<file path="config.mk">
export PLATFORM = sky130hd
export DESIGN_NAME = instr_fetch_unit
export DESIGN_NICKNAME = d
export VERILOG_FILES = /design/src/rtl/lc2k_pkg.sv /design/src/rtl/instr_fetch_unit.sv
export SDC_FILE = /design/constraint.sdc
export NUM_CORES = 1
export LEC_CHECK = 0
export ABC_AREA = 1
export CORE_MARGIN = 1
export CORE_UTILIZATION = 40
export CTS_CLUSTER_DIAMETER = 30
export CTS_CLUSTER_SIZE = 28
export DETAILED_ROUTE_END_ITERATION = 8
export PLACE_DENSITY_LB_ADDON = 0.2
export SLEW_MARGIN = 20
export SYNTH_ARGS = -nofsm -noshare
export SYNTH_HDL_FRONTEND = slang
export SYNTH_SLANG_ARGS = --single-unit
</file>
<file path="constraint.sdc">
create_clock -name clk -period 9.2 [get_ports clk]
set_input_delay 2.3 -clock clk [delete_from_list [all_inputs] [get_ports clk]]
set_output_delay 2.3 -clock clk [all_outputs]
set_load 0.005 [all_outputs]
</file>
<file path="src/rtl/lc2k_pkg.sv">
// lc2k_pkg: shared LC-2K opcodes, instruction field positions and fetch-state enum
package lc2k_pkg;

    localparam logic [2:0] OP_ADD  = 3'b000;
    localparam logic [2:0] OP_NOR  = 3'b001;
    localparam logic [2:0] OP_LW   = 3'b010;
    localparam logic [2:0] OP_SW   = 3'b011;
    localparam logic [2:0] OP_BEQ  = 3'b100;
    localparam logic [2:0] OP_JALR = 3'b101;
    localparam logic [2:0] OP_HALT = 3'b110;
    localparam logic [2:0] OP_NOOP = 3'b111;

    localparam int OPCODE_HI = 24;
    localparam int OPCODE_LO = 22;
    localparam int REGA_HI   = 21;
    localparam int REGA_LO   = 19;
    localparam int REGB_HI   = 18;
    localparam int REGB_LO   = 16;
    localparam int DEST_HI   = 2;
    localparam int DEST_LO   = 0;
    localparam int OFFSET_HI = 15;
    localparam int OFFSET_LO = 0;

    typedef enum logic [1:0] {IDLE, FETCH, ISSUE, HALT} fetch_state_t;

    function automatic logic [2:0] get_opcode(input logic [31:0] word);
        return word[OPCODE_HI:OPCODE_LO];
    endfunction

endpackage

</file>
<file path="src/rtl/instr_fetch_unit.sv">
// instr_fetch_unit: fetches LC-2K words from instruction memory and hands them to the decoder
module instr_fetch_unit
    import lc2k_pkg::*;
#(
    parameter logic [31:0] RESET_PC = 32'h0000_0000
) (
    input  logic        clk,
    input  logic        reset,
    input  logic        start,
    output logic        imem_req,
    output logic [31:0] imem_addr,
    input  logic        imem_ack,
    input  logic [31:0] imem_rdata,
    output logic        inst_valid,
    input  logic        inst_ready,
    output logic [31:0] instruction,
    output logic [2:0]  opcode,
    output logic [31:0] pcCurrent,
    input  logic        redirect_valid,
    input  logic [31:0] redirect_pc,
    output logic        halted,
    output logic [31:0] retired_count
);

    fetch_state_t state, state_d;
    logic [31:0]  pc, pc_d, next_pc, addr_d, instr_d, pcc_d, count_d;
    logic         req_d, valid_d, halted_d;

    assign opcode = get_opcode(instruction);

    // Next-state and next-output logic; every output is registered so it is computed here one cycle ahead
    always_comb begin
        state_d  = state;
        pc_d     = pc;
        req_d    = imem_req;
        addr_d   = imem_addr;
        valid_d  = inst_valid;
        instr_d  = instruction;
        pcc_d    = pcCurrent;
        halted_d = halted;
        count_d  = retired_count;
        next_pc  = redirect_valid ? redirect_pc : pc + 32'd1;
        case (state)
            IDLE: begin
                if (start) begin
                    state_d = FETCH;
                    pc_d    = RESET_PC;
                    req_d   = 1'b1;
                    addr_d  = RESET_PC;
                end
            end
            FETCH: begin
                if (imem_ack) begin
                    state_d = ISSUE;
                    req_d   = 1'b0;
                    valid_d = 1'b1;
                    instr_d = imem_rdata;
                    pcc_d   = pc;
                end
            end
            ISSUE: begin
                if (inst_ready) begin
                    count_d = retired_count + 32'd1;
                    valid_d = 1'b0;
                    if (get_opcode(instruction) == OP_HALT) begin
                        state_d  = HALT;
                        halted_d = 1'b1;
                    end else begin
                        state_d = FETCH;
                        pc_d    = next_pc;
                        req_d   = 1'b1;
                        addr_d  = next_pc;
                    end
                end
            end
            default: ;
        endcase
    end

    // State and output registers with asynchronous reset
    always_ff @(posedge clk or posedge reset) begin
        if (reset) begin
            state         <= IDLE;
            pc            <= RESET_PC;
            imem_req      <= 1'b0;
            imem_addr     <= '0;
            inst_valid    <= 1'b0;
            instruction   <= '0;
            pcCurrent     <= '0;
            halted        <= 1'b0;
            retired_count <= '0;
        end else begin
            state         <= state_d;
            pc            <= pc_d;
            imem_req      <= req_d;
            imem_addr     <= addr_d;
            inst_valid    <= valid_d;
            instruction   <= instr_d;
            pcCurrent     <= pcc_d;
            halted        <= halted_d;
            retired_count <= count_d;
        end
    end

endmodule

</file>
* Yosys cells after proc, flatten, opt, wreduce, memory -nomap -nowiden
Cells that the tools add are included.
Word-level totals: register bits after elaboration 133, bits of input ports 70, output and inout port bits 134, logic and storage cells 46
Operators by class: add/sub/neg operators 2, equal/unequal tests 7, muxes and demuxes 18, reduce and logical (&&, ||, !) cells 11
Operators with widths (count):
- 32-bit 2-to-1 mux | 4
- 32-bit by 1-bit adder with 32-bit output, second input constant | 2
- 32-bit one-hot mux with 2 select lines | 1
- 2-bit 2-to-1 mux | 4
- 2-bit inequality test, second input constant | 4
- 4-bit AND reduction | 2
- 1-bit 2-to-1 mux | 6
- 2-bit one-hot mux with 3 select lines | 1
- 3-bit AND reduction | 2
- 5-bit AND reduction | 1
- 2-bit AND reduction | 2
- 2-bit nonzero test | 2
- 3-bit equality test, second input constant | 1
- 1-bit one-hot mux with 3 select lines | 1
- 3-bit nonzero test | 1
- 2-bit by 1-bit equality test with 1-bit output, second input constant | 1
- 2-bit equality test, second input constant | 1
- 2-bit zero test | 1
- 1-bit one-hot mux with 2 select lines | 1

* Depth between registers and ports, before layout
Gate-level depths: netlist of run 1.
depth after elaboration 5, gate-level depth with buffers 11, mapped depth without buffers 11

* Worst setup path before layout of run 1
OpenSTA, ideal clock, no wires.
path type input-to-reg, from input inst_ready, to register retired_count[26], library setup time 0.117 ns, arrival 3.038 ns, required time 9.083 ns, setup slack 6.045 ns, cell stages on the path 9, buffers on the path 0, cell sequence nand2_4 nor2_8 nand2_4 nor2_8 nand2_4 nor2_4 nand2_1 nand2_1 nand2_1
On the way: cells in the longest elaborated chain, start to end 1
RTL lines:
- from (decl) | line instr_fetch_unit.sv:15 | input logic inst_ready,
- 2-bit AND reduction (no line)
- to (signal assigned) | line instr_fetch_unit.sv:101 | retired_count <= count_d;
- to (decl) | line instr_fetch_unit.sv:22 | output logic [31:0] retired_count
No other way between the ends. A chain may end at the register's enable or synchronous reset.

* Worst setup path in the final report of run 1
from input imem_ack, to register instruction[30]
On the way: cells in the longest elaborated chain, start to end 1
RTL lines:
- from (decl) | line instr_fetch_unit.sv:12 | input logic imem_ack,
- 2-bit AND reduction (no line)
- to (signal assigned) | line instr_fetch_unit.sv:98 | instruction <= instr_d;
- to (decl) | line instr_fetch_unit.sv:16 | output logic [31:0] instruction,
No other way between the ends.

==> flow_summary_export.csv, run 1 <==
group,metric,value,unit
logic_synthesis,yosysTopAreaCell,"dfrtp_1",
floorplanning,chipHeight,133,um
sta,whs,0.479,ns
global_route,grt_usage,0.224,
sta,setup_viol,0,
clocking,post_cts_buffers,0,
status,status,"finished, final reports clean",
logic_synthesis,synth_edf_count,0,
placed_design,hpwl,13500,um
layout,antenna_cells,0,
sta,worst_slew_pin_slew,0.993,ns
floorplanning,dieArea,17700,um^2
detailed_routing,drt_iter0_drc,433,
detailed_routing,vias_per_cell,4.78,
logic_synthesis,yosys-mux-area-fraction,0.00292,
global_route,antenna_found_initial,0,
clocking,cts_buffers,17,
logic_synthesis,synth_compound_area_frac,0.0483,
logic_synthesis,synthFlopType,"dfrtp_1",
job,max-cap-violations,0,
logic_synthesis,synthAdderAreaFrac,0.0109,
logic_synthesis,yosys.area.top_type_share,0.485,
detailed_routing,num_vias,6329,
clocking,ctsHoldBuffers,0,
critical_path,path_class,"in -> reg",
critical_path,required,9.49,ns
clocking,cts_buffer_depth,2,
detailed_routing,routed_wl,18700,um
floorplanning,start_util,0.412,
critical_path,critPathLaunchType,"input port",
floorplanning,rows,47,
clocking,cts.sinks,133,
min_path,min_path_type,"reg -> reg",
global_route,grt_pass1_wl,30900,um
critical_path,arrival,4.91,ns
pwr,p_leak,4.39,nW
floorplanning,die_width,133,um
sta,slew_viol_final,0,
logic_synthesis,async_reset_ff_frac,1.00,
clocking,clock_latency,0.42,ns
critical_path,cp-end-kind,"register",
sta,slew-limit-headroom,0.334,
placed_design,io_buffers,203,
logic_synthesis,synthCells,897,
critical_path,r2r-start,"state[1]$_DFFE_PP0P_",
sta,timing.fmax,216,MHz
layout,final_nets,1171,
clocking,clk_pin_slew,0.05,ns
critical_path,worst-path-max-fanout,95,
detailed_routing,drt_pass1_iterations,5,
global_route,grt_start_max_net_pins,96,
logic_synthesis,ys_ff_latch,133,
global_route,grt_pass1_vias,5904,
detailed_routing,drcViolationCount,0,
critical_path,critPathLaunch,"imem_ack",
pwr,p_total,2.34,mW
floorplanning,io_pins,204,
logic_synthesis,synth_xor_area_frac,0.0357,
logic_synthesis,yosys.area_share.simple,0.361,
layout,stdcell_count,1324,
layout,final_common_cell,"nand2_1",
sta,rsz0062_at_grt,"no",
layout,syn_to_final_growth,39.4,%
placed_design,routabilityCongestion,0.879,
detailed_routing,wl_per_cell,14.2,um
placed_design,dp.cells,1296,
logic_synthesis,ys_top_cells_by_area,"dfrtp_1 49%, nand2_1 20%, nor2_1 6.0%, nand3_1 3.9%, o21ai_0 3.5%",
pwr,p_per_area,244,nW/um^2
global_route,grt_overflow,0,
logic_synthesis,ys_warn_count,0,
clocking,h-tree-depth,4,
clocking,cts_tree,"built",
sta,timing.final.crit_share,0.502,
detailed_routing,antenna_left,0,
logic_synthesis,synthDistinctLibCells,38,
logic_synthesis,syn-cell-area,6860,um^2
clocking,cts_resized,0,
sta,fin_worst_skew,0.0108,ns
clocking,cts_root_buf,"clkbuf_16",
sta,fin_crit,4.62,ns
logic_synthesis,yosysSeqAreaShare,0.485,
layout,drive_gt1_frac,0.0580,
floorplanning,core_area,16600,um^2
sta,hold_viol,0,
layout,mostFrequentLayoutCells,"358 x nand2_1, 203 x clkdlybuf4s50_1, 133 x dfrtp_1",
layout,fill_cells,1560,
logic_synthesis,synth_top_family_by_area,"simple AND/OR/NAND/NOR gates",
logic_synthesis,synth_fp_nets,973,
min_path,min_from,"pcCurrent[7]$_DFFE_PP0P_",
sta,finalSetupTns,0,ns
logic_synthesis,avgSynthCellArea,7.65,um^2
pwr,ir_worst_vdd,0.133,mV
-- stage by stage --
| stage | setup WS [ns] | util | cell area [um^2] |
|---|---|---|---|
| 6_report | 4.58 | 0.574 | 9560 |
| 5_1_grt | 4.23 | 0.574 | 9560 |
| 4_1_cts | 4.53 | 0.574 | 9560 |
| 3_5_place_dp | 4.08 | 0.545 | 9060 |
| 3_3_place_gp | 4.16 | 0.545 | 9060 |
| 2_1_floorplan | 3.35 | - | 6860 |
-- registers in the layout, indices dropped and copies added, names as in the netlist --
register and cells:
pc 32, retired_count 32, inst_valid 1, state 2, imem_req 1, pcCurrent 32
instruction 32, halted 1
-- worst max-delay path: stages --
cell	delay [ns]
clkdlybuf4s50_1	0.44
nand2_2	0.08
buf_4	0.65
clkinv_1	1.06
nand2_1	0.27
nand2_1	0.07
-- final timing paths --
check                      slack, ns                     endpoint  cells past startpoint
hold reg to reg                 0.48     pcCurrent[7]$_DFFE_PP0P_                      2
hold / removal                  0.48     pcCurrent[7]$_DFFE_PP0P_                      2
max in group asynchronous       5.54           pc[20]$_DFFE_PP0P_                      3
setup / recovery                4.58  instruction[30]$_DFFE_PP0P_                      6
min in group asynchronous       2.33  instruction[28]$_DFFE_PP0P_                      2
setup reg to reg                6.25  instruction[30]$_DFFE_PP0P_                      7
-- final cells by class --
type | instances | area [um^2] | share of cell area
flip-flops and latches | 133 | 3330 | 0.348
inverters | 66 | 253 | 0.0264
repair buffers | 206 | 2050 | 0.215
clock inverters | 6 | 32.5 | 0.00340
well taps | 220 | 275 | 0.0288
clock buffers | 22 | 464 | 0.0486
multi-input cells | 671 | 3150 | 0.330
-- cell usage after synthesis (4+ instances only) --
library cell / n
buf_2: 5
clkbuf_1: 15
dfrtp_1: 133
ha_1: 6
inv_1: 63
nand2_1: 359
nand2_4: 5
nand3_1: 54
nand3b_1: 7
nand4_1: 6
nor2_1: 110
nor2_2: 8
nor2_4: 8
nor3_1: 4
o21ai_0: 48
xnor2_1: 12
xor2_1: 16
-- report_power, final --
| part | internal [mW] | switching, mW |
|---|---|---|
| logic | 0.446 | 0.386 |
| clock network | 0.349 | 0.241 |
| registers | 0.763 | 0.152 |
-- kinds of logic after synthesis --
family | after synthesis
AO/OA/AOI/OAI | 62
AND/OR/NAND/NOR | 573
multiplexers | 2
buffers and inverters | 93
adder cells (fa/ha/maj) | 6
XOR/XNOR | 28
flip-flops | 133
-- layer usage --
layer | up-vias | routed length [um] | GRT usage
met5 | - | 0 | 0
met4 | 0 | 314 | 0.0715
met3 | 22 | 1050 | 0.0510
met2 | 189 | 8800 | 0.353
met1 | 2927 | 8570 | 0.305
li1 | 3191 | - | -
(Power assumes the default switching activity.)
==> inputs of run 2 (changes only) <==
==> constraint.sdc (replaced) <==
create_clock -name clk -period 4.7 [get_ports clk]
set_input_delay 1.175 -clock clk [delete_from_list [all_inputs] [get_ports clk]]
set_output_delay 1.175 -clock clk [all_outputs]
set_load 0.005 [all_outputs]
==> run 2 against run 1 <==
Compared with the run above:
- clock skew shrank 0.0012 ns
- final cell count rose by 0.38%
- die area unchanged
- global-route usage increased by 0.20 points
- via count is essentially flat
- clock power up 130%
- register-to-register slack got worse by 4.3 ns
- critical path type unchanged
- sequential power grew 97%
- critical path depth increased by 2
- non-clock buffer count grew 2
- clock-buffer cell count is the same
==> flow_summary_export.csv, run 2 (synthesized netlist as in run 1, its figures left out) <==
group,metric,value,unit
status,status,"finished, final reports clean",
sta,setup_viol,0,
pwr,p_total,4.80,mW
detailed_routing,vias_per_cell,4.76,
detailed_routing,wl_per_cell,14.4,um
sta,fin_crit,3.13,ns
detailed_routing,highest_layer,"met4",
pwr,ir_worst_vdd,0.273,mV
layout,drive_gt1_frac,0.0631,
detailed_routing,routed-wl-met2,9000,um
pwr,p_per_area,495,nW/um^2
clocking,cts_buffer_depth,2,
placed_design,place_ws,1.06,ns
critical_path,path_class,"in -> reg",
sta,fin_worst_skew,0.00954,ns
sta,rsz0062_at_grt,"no",
floorplanning,chipHeight,133,um
critical_path,crit_end,"pc[10]$_DFFE_PP0P_",
detailed_routing,drt_pass1_iterations,5,
placed_design,io_buffers,203,
sta,hold_viol,0,
clocking,cts.sinks,133,
critical_path,rrSetupSlack,1.96,ns
critical_path,required,5.01,ns
layout,fill_cells,1503,
clocking,h-tree-depth,4,
clocking,clk_pin_slew,0.05,ns
sta,timing.fmax,320,MHz
critical_path,critPathLaunchType,"input port",
sta,setup_ws,1.57,ns
detailed_routing,drt_iter0_drc,400,
sta,finalSetupTns,0,ns
sta,slew-limit-headroom,0.327,
detailed_routing,routed_wl,19200,um
global_route,grt_overflow,0,
clocking,cts_buffers,17,
critical_path,critPathLaunch,"start",
sta,worst_slew_pin_slew,1.00,ns
floorplanning,core_area,16600,um^2
layout,final_nets,1173,
global_route,grt_pass1_wl,31000,um
detailed_routing,drcViolationCount,0,
clocking,cts_resized,0,
critical_path,r2r-start,"state[0]$_DFFE_PP0P_",
pwr,p_leak,4.45,nW
clocking,post_cts_buffers,0,
global_route,grt_pass1_vias,6016,
clocking,cts_root_buf,"clkbuf_16",
sta,slew_viol_final,0,
layout,mostFrequentLayoutCells,"358 x nand2_1, 203 x clkdlybuf4s50_1, 133 x dfrtp_1",
layout,final_common_cell,"nand2_1",
floorplanning,rows,47,
min_path,min_path_type,"reg -> reg",
critical_path,regToRegEndpoint,"pc[10]$_DFFE_PP0P_",
floorplanning,die_width,133,um
layout,final_util,0.582,
floorplanning,start_util,0.412,
global_route,grt_start_max_net_pins,95,
floorplanning,dieArea,17700,um^2
floorplanning,io_pins,204,
job,max-cap-violations,0,
critical_path,rr_worst_depth,9,
layout,syn_to_final_growth,41.3,%
layout,antenna_cells,0,
global_route,grt_usage,0.226,
detailed_routing,wl_met3,867,um
placed_design,routabilityCongestion,0.835,
clocking,clock_latency,0.42,ns
clocking,ctsHoldBuffers,0,
critical_path,worst-path-max-fanout,21,
sta,timing.final.crit_share,0.665,
detailed_routing,num_vias,6328,
placed_design,hpwl,13800,um
detailed_routing,antenna_left,0,
clocking,cts_tree,"built",
detailed_routing,wl_met1,9010,um
critical_path,arrival,3.44,ns
global_route,antenna_found_initial,0,
critical_path,cp-end-kind,"register",
-- run 2: cell count changes in the layout (fill, tap and decap cells not counted), sizes merged --
cell and delta:
bufinv +3, buf +2, clkinvlp +1, inv -1
-- run 2: report_power, final --
group	leakage (nW)	total [mW]	internal [mW]	switching [mW]
clock	0.296	1.37	0.870	0.499
sequential	1.78	1.80	1.49	0.308
combinational	2.37	1.63	0.874	0.753
total	4.45	4.80	3.24	1.56
-- run 2: critical path: stages --
cell and delay [ns]:
clkdlybuf4s50_1 0.47, nor2_1 0.06, a21oi_2 0.14, nand2_1 0.07, nor2_1 0.67, inv_1 0.60, nand2_1 0.19, nand2_1 0.06
-- run 2: per-layer routing --
layer	global-route usage	vias to the layer above
met5	0	-
met4	0.0837	0
met3	0.0479	24
met2	0.352	173
met1	0.308	2920
li1	-	3211
-- run 2: worst min path at each step --
stage | cells after the start | startpoint | end
global route | 2 | pcCurrent[13]$_DFFE_PP0P_ | pcCurrent[13]$_DFFE_PP0P_
floorplan | 1 | halted$_DFFE_PP0P_ | halted$_DFFE_PP0P_
CTS | 2 | instruction[8]$_DFFE_PP0P_ | instruction[8]$_DFFE_PP0P_
global placement | 2 | instruction[20]$_DFFE_PP0P_ | instruction[20]$_DFFE_PP0P_
detailed placement | 2 | instruction[8]$_DFFE_PP0P_ | instruction[8]$_DFFE_PP0P_
finish | 1 | halted$_DFFE_PP0P_ | halted$_DFFE_PP0P_
-- run 2: through the flow --
stage | cells | hold slack [ns] | area [um^2]
floorplan | 897 | 0.451 | 6860
global placement | 1298 | 0.462 | 9090
detailed placement | 1298 | 0.464 | 9090
CTS | 1329 | 0.480 | 9690
global route | 1329 | 0.503 | 9690
finish | 1329 | 0.475 | 9690
-- run 2: cell type report --
class / count / area, um^2 / area share
clock buffer: 22 / 474 / 0.0489
clock inverter: 9 / 126 / 0.0130
inverter: 66 / 251 / 0.0260
multi-input combinational: 671 / 3150 / 0.325
sequential: 133 / 3330 / 0.343
tap: 220 / 275 / 0.0284
timing repair buffer: 208 / 2080 / 0.215
==> inputs of run 3 (changes only) <==
==> constraint.sdc (replaced) <==
create_clock -name clk -period 2.92 [get_ports clk]
set_input_delay 0.73 -clock clk [delete_from_list [all_inputs] [get_ports clk]]
set_output_delay 0.73 -clock clk [all_outputs]
set_load 0.005 [all_outputs]
==> run 3 against run 2 <==
Compared with the run above:
- worst setup slack lost 0.86 ns
- clock skew shrank 0.0032 ns
- sequential share of layout area shrank 0.47 points
==> flow_summary_export.csv, run 3 (synthesized netlist as in run 1, its figures left out) <==
group,metric,value,unit
floorplanning,core_area,16600,um^2
layout,final_common_cell,"nand2_1",
critical_path,cp_cell_sequence,"clkdlybuf4s50_1",
pwr,p_sw_frac,0.316,
clocking,h-tree-depth,4,
global_route,grt_start_max_net_pins,91,
critical_path,path_delay_family,"buffers and inverters",
clocking,cts_resized,0,
pwr,intPower,5.45,mW
detailed_routing,wl_met3,1010,um
sta,worst_slew_pin_slew,0.714,ns
sta,rsz0062_at_grt,"no",
critical_path,path_class,"reg -> out",
detailed_routing,drt_pass1_iterations,5,
detailed_routing,routed_wl,18900,um
pwr,p_comb_frac,0.334,
global_route,grt_pass1_wl,31100,um
sta,timing.fmax,453,MHz
sta,slew_viol_final,0,
global_route,grt_overflow,0,
clocking,cts_buffers,17,
detailed_routing,wl_met1,8570,um
clocking,cts_tree,"built",
placed_design,placed_cell_area,9150,um^2
critical_path,crit_buf_inv,1,
layout,syn_to_final_growth,43.2,%
clocking,post_cts_buffers,0,
sta,hold_viol,0,
layout,mostFrequentLayoutCells,"358 x nand2_1, 203 x clkdlybuf4s50_1, 133 x dfrtp_1",
critical_path,max_stage_delay,0.59,ns
critical_path,arrival,1.48,ns
layout,antenna_cells,0,
placed_design,hpwl,13700,um
critical_path,critPathLaunchType,"register",
critical_path,crit_slowest_cell,"clkdlybuf4s50_1",
floorplanning,die_width,133,um
critical_path,rrSetupSlack,0.91,ns
clocking,clk_pin_slew,0.06,ns
placed_design,place_ws,0.541,ns
status,status,"finished, final reports clean",
pwr,p_leak,4.51,nW
placed_design,routabilityCongestion,0.866,
detailed_routing,drcViolationCount,0,
pwr,p_per_area,811,nW/um^2
global_route,antenna_found_initial,0,
layout,final_util,0.590,
sta,timing.final.crit_share,0.756,
pwr,p_clk_frac,0.305,
sta,fin_crit,2.21,ns
pwr,pwr-share-seq,0.361,
detailed_routing,num_vias,6324,
clocking,cts_buffer_depth,2,
floorplanning,chipHeight,133,um
min_path,min_path_type,"reg -> reg",
sta,finalSetupTns,0,ns
global_route,grt_pass1_vias,6087,
clocking,ctsHoldBuffers,0,
sta,slew-limit-headroom,0.524,
layout,final_area,9830,um^2
sta,setup_ws,0.711,ns
floorplanning,rows,47,
placed_design,io_buffers,203,
layout,final_nets,1176,
global_route,grt_usage,0.225,
pwr,ir_worst_vdd,0.439,mV
detailed_routing,highest_layer,"met4",
detailed_routing,wl_per_cell,14.2,um
detailed_routing,routed-wl-met2,9020,um
critical_path,required,2.19,ns
sta,fin_worst_skew,0.00631,ns
floorplanning,dieArea,17700,um^2
floorplanning,start_util,0.412,
floorplanning,io_pins,204,
clocking,clock_latency,0.42,ns
clocking,cts.sinks,133,
critical_path,cp-end-kind,"primary output",
detailed_routing,vias_per_cell,4.74,
layout,drive_gt1_frac,0.0683,
clocking,cts_root_buf,"clkbuf_16",
job,max-cap-violations,0,
detailed_routing,drt_iter0_drc,356,
critical_path,worst-path-max-fanout,6,
detailed_routing,antenna_left,0,
pwr,switching_power,2.52,mW
sta,setup_viol,0,
run 3: worst paths after layout:
| path | end | startpoint | cells past startpoint |
|---|---|---|---|
| setup / recovery | imem_addr[7] | pc[7]$_DFFE_PP0P_ | 1 |
| hold / removal | instruction[11]$_DFFE_PP0P_ | instruction[11]$_DFFE_PP0P_ | 2 |
| setup reg to reg | pc[23]$_DFFE_PP0P_ | state[0]$_DFFE_PP0P_ | 9 |
| hold reg to reg | instruction[11]$_DFFE_PP0P_ | instruction[11]$_DFFE_PP0P_ | 2 |
| max in group asynchronous | pcCurrent[27]$_DFFE_PP0P_ | reset | 3 |
| min in group asynchronous | retired_count[1]$_DFFE_PP0P_ | reset | 3 |
run 3: cell type report:
cell class                      instances  area (um^2)
Tap cell                              220          275
Fill cell                            1502         6820
Clock buffer                           21          480
Multi-Input combinational cell        671         3150
Timing Repair Buffer                  211         2140
Clock inverter                         11          195
Sequential cell                       133         3330
Inverter                               66          251
run 3: metrics by stage:
| stage | hold slack, ns | cells | power, mW |
|---|---|---|---|
| final | 0.475 | 1333 | 7.97 |
| after global routing | 0.494 | 1333 | 8.49 |
| after CTS | 0.480 | 1333 | 8.07 |
| after detailed placement | 0.464 | 1301 | 5.59 |
| after global placement | 0.462 | 1301 | 5.55 |
| after floorplan | 0.451 | 897 | 3.97 |
run 3: power by group through the flow:
stage          clock network (mW)  registers, mW  logic, mW
2_1_floorplan                   0           2.86       1.11
3_3_place_gp                    0           2.90       2.66
3_5_place_dp                    0           2.90       2.69
4_1_cts                      2.48           2.88       2.71
5_1_grt                      2.56           2.96       2.97
6_report                     2.43           2.88       2.66
run 3: worst register-to-register path, delay by kind of cell (launching register included):
family                     cells  cell delay (ns)
buffers and inverters          3             0.56
adders and majority gates      1             0.26
and+or+nand+nor                4             0.49
DFF                            1             0.42
AOI/OAI and AO/OA              1             0.16
run 3: metal layers:
layer,vias up,global-route usage
met2,161,0.364
met1,2940,0.293
met4,0,0.0811
met5,-,0
li1,3201,-
met3,22,0.0536
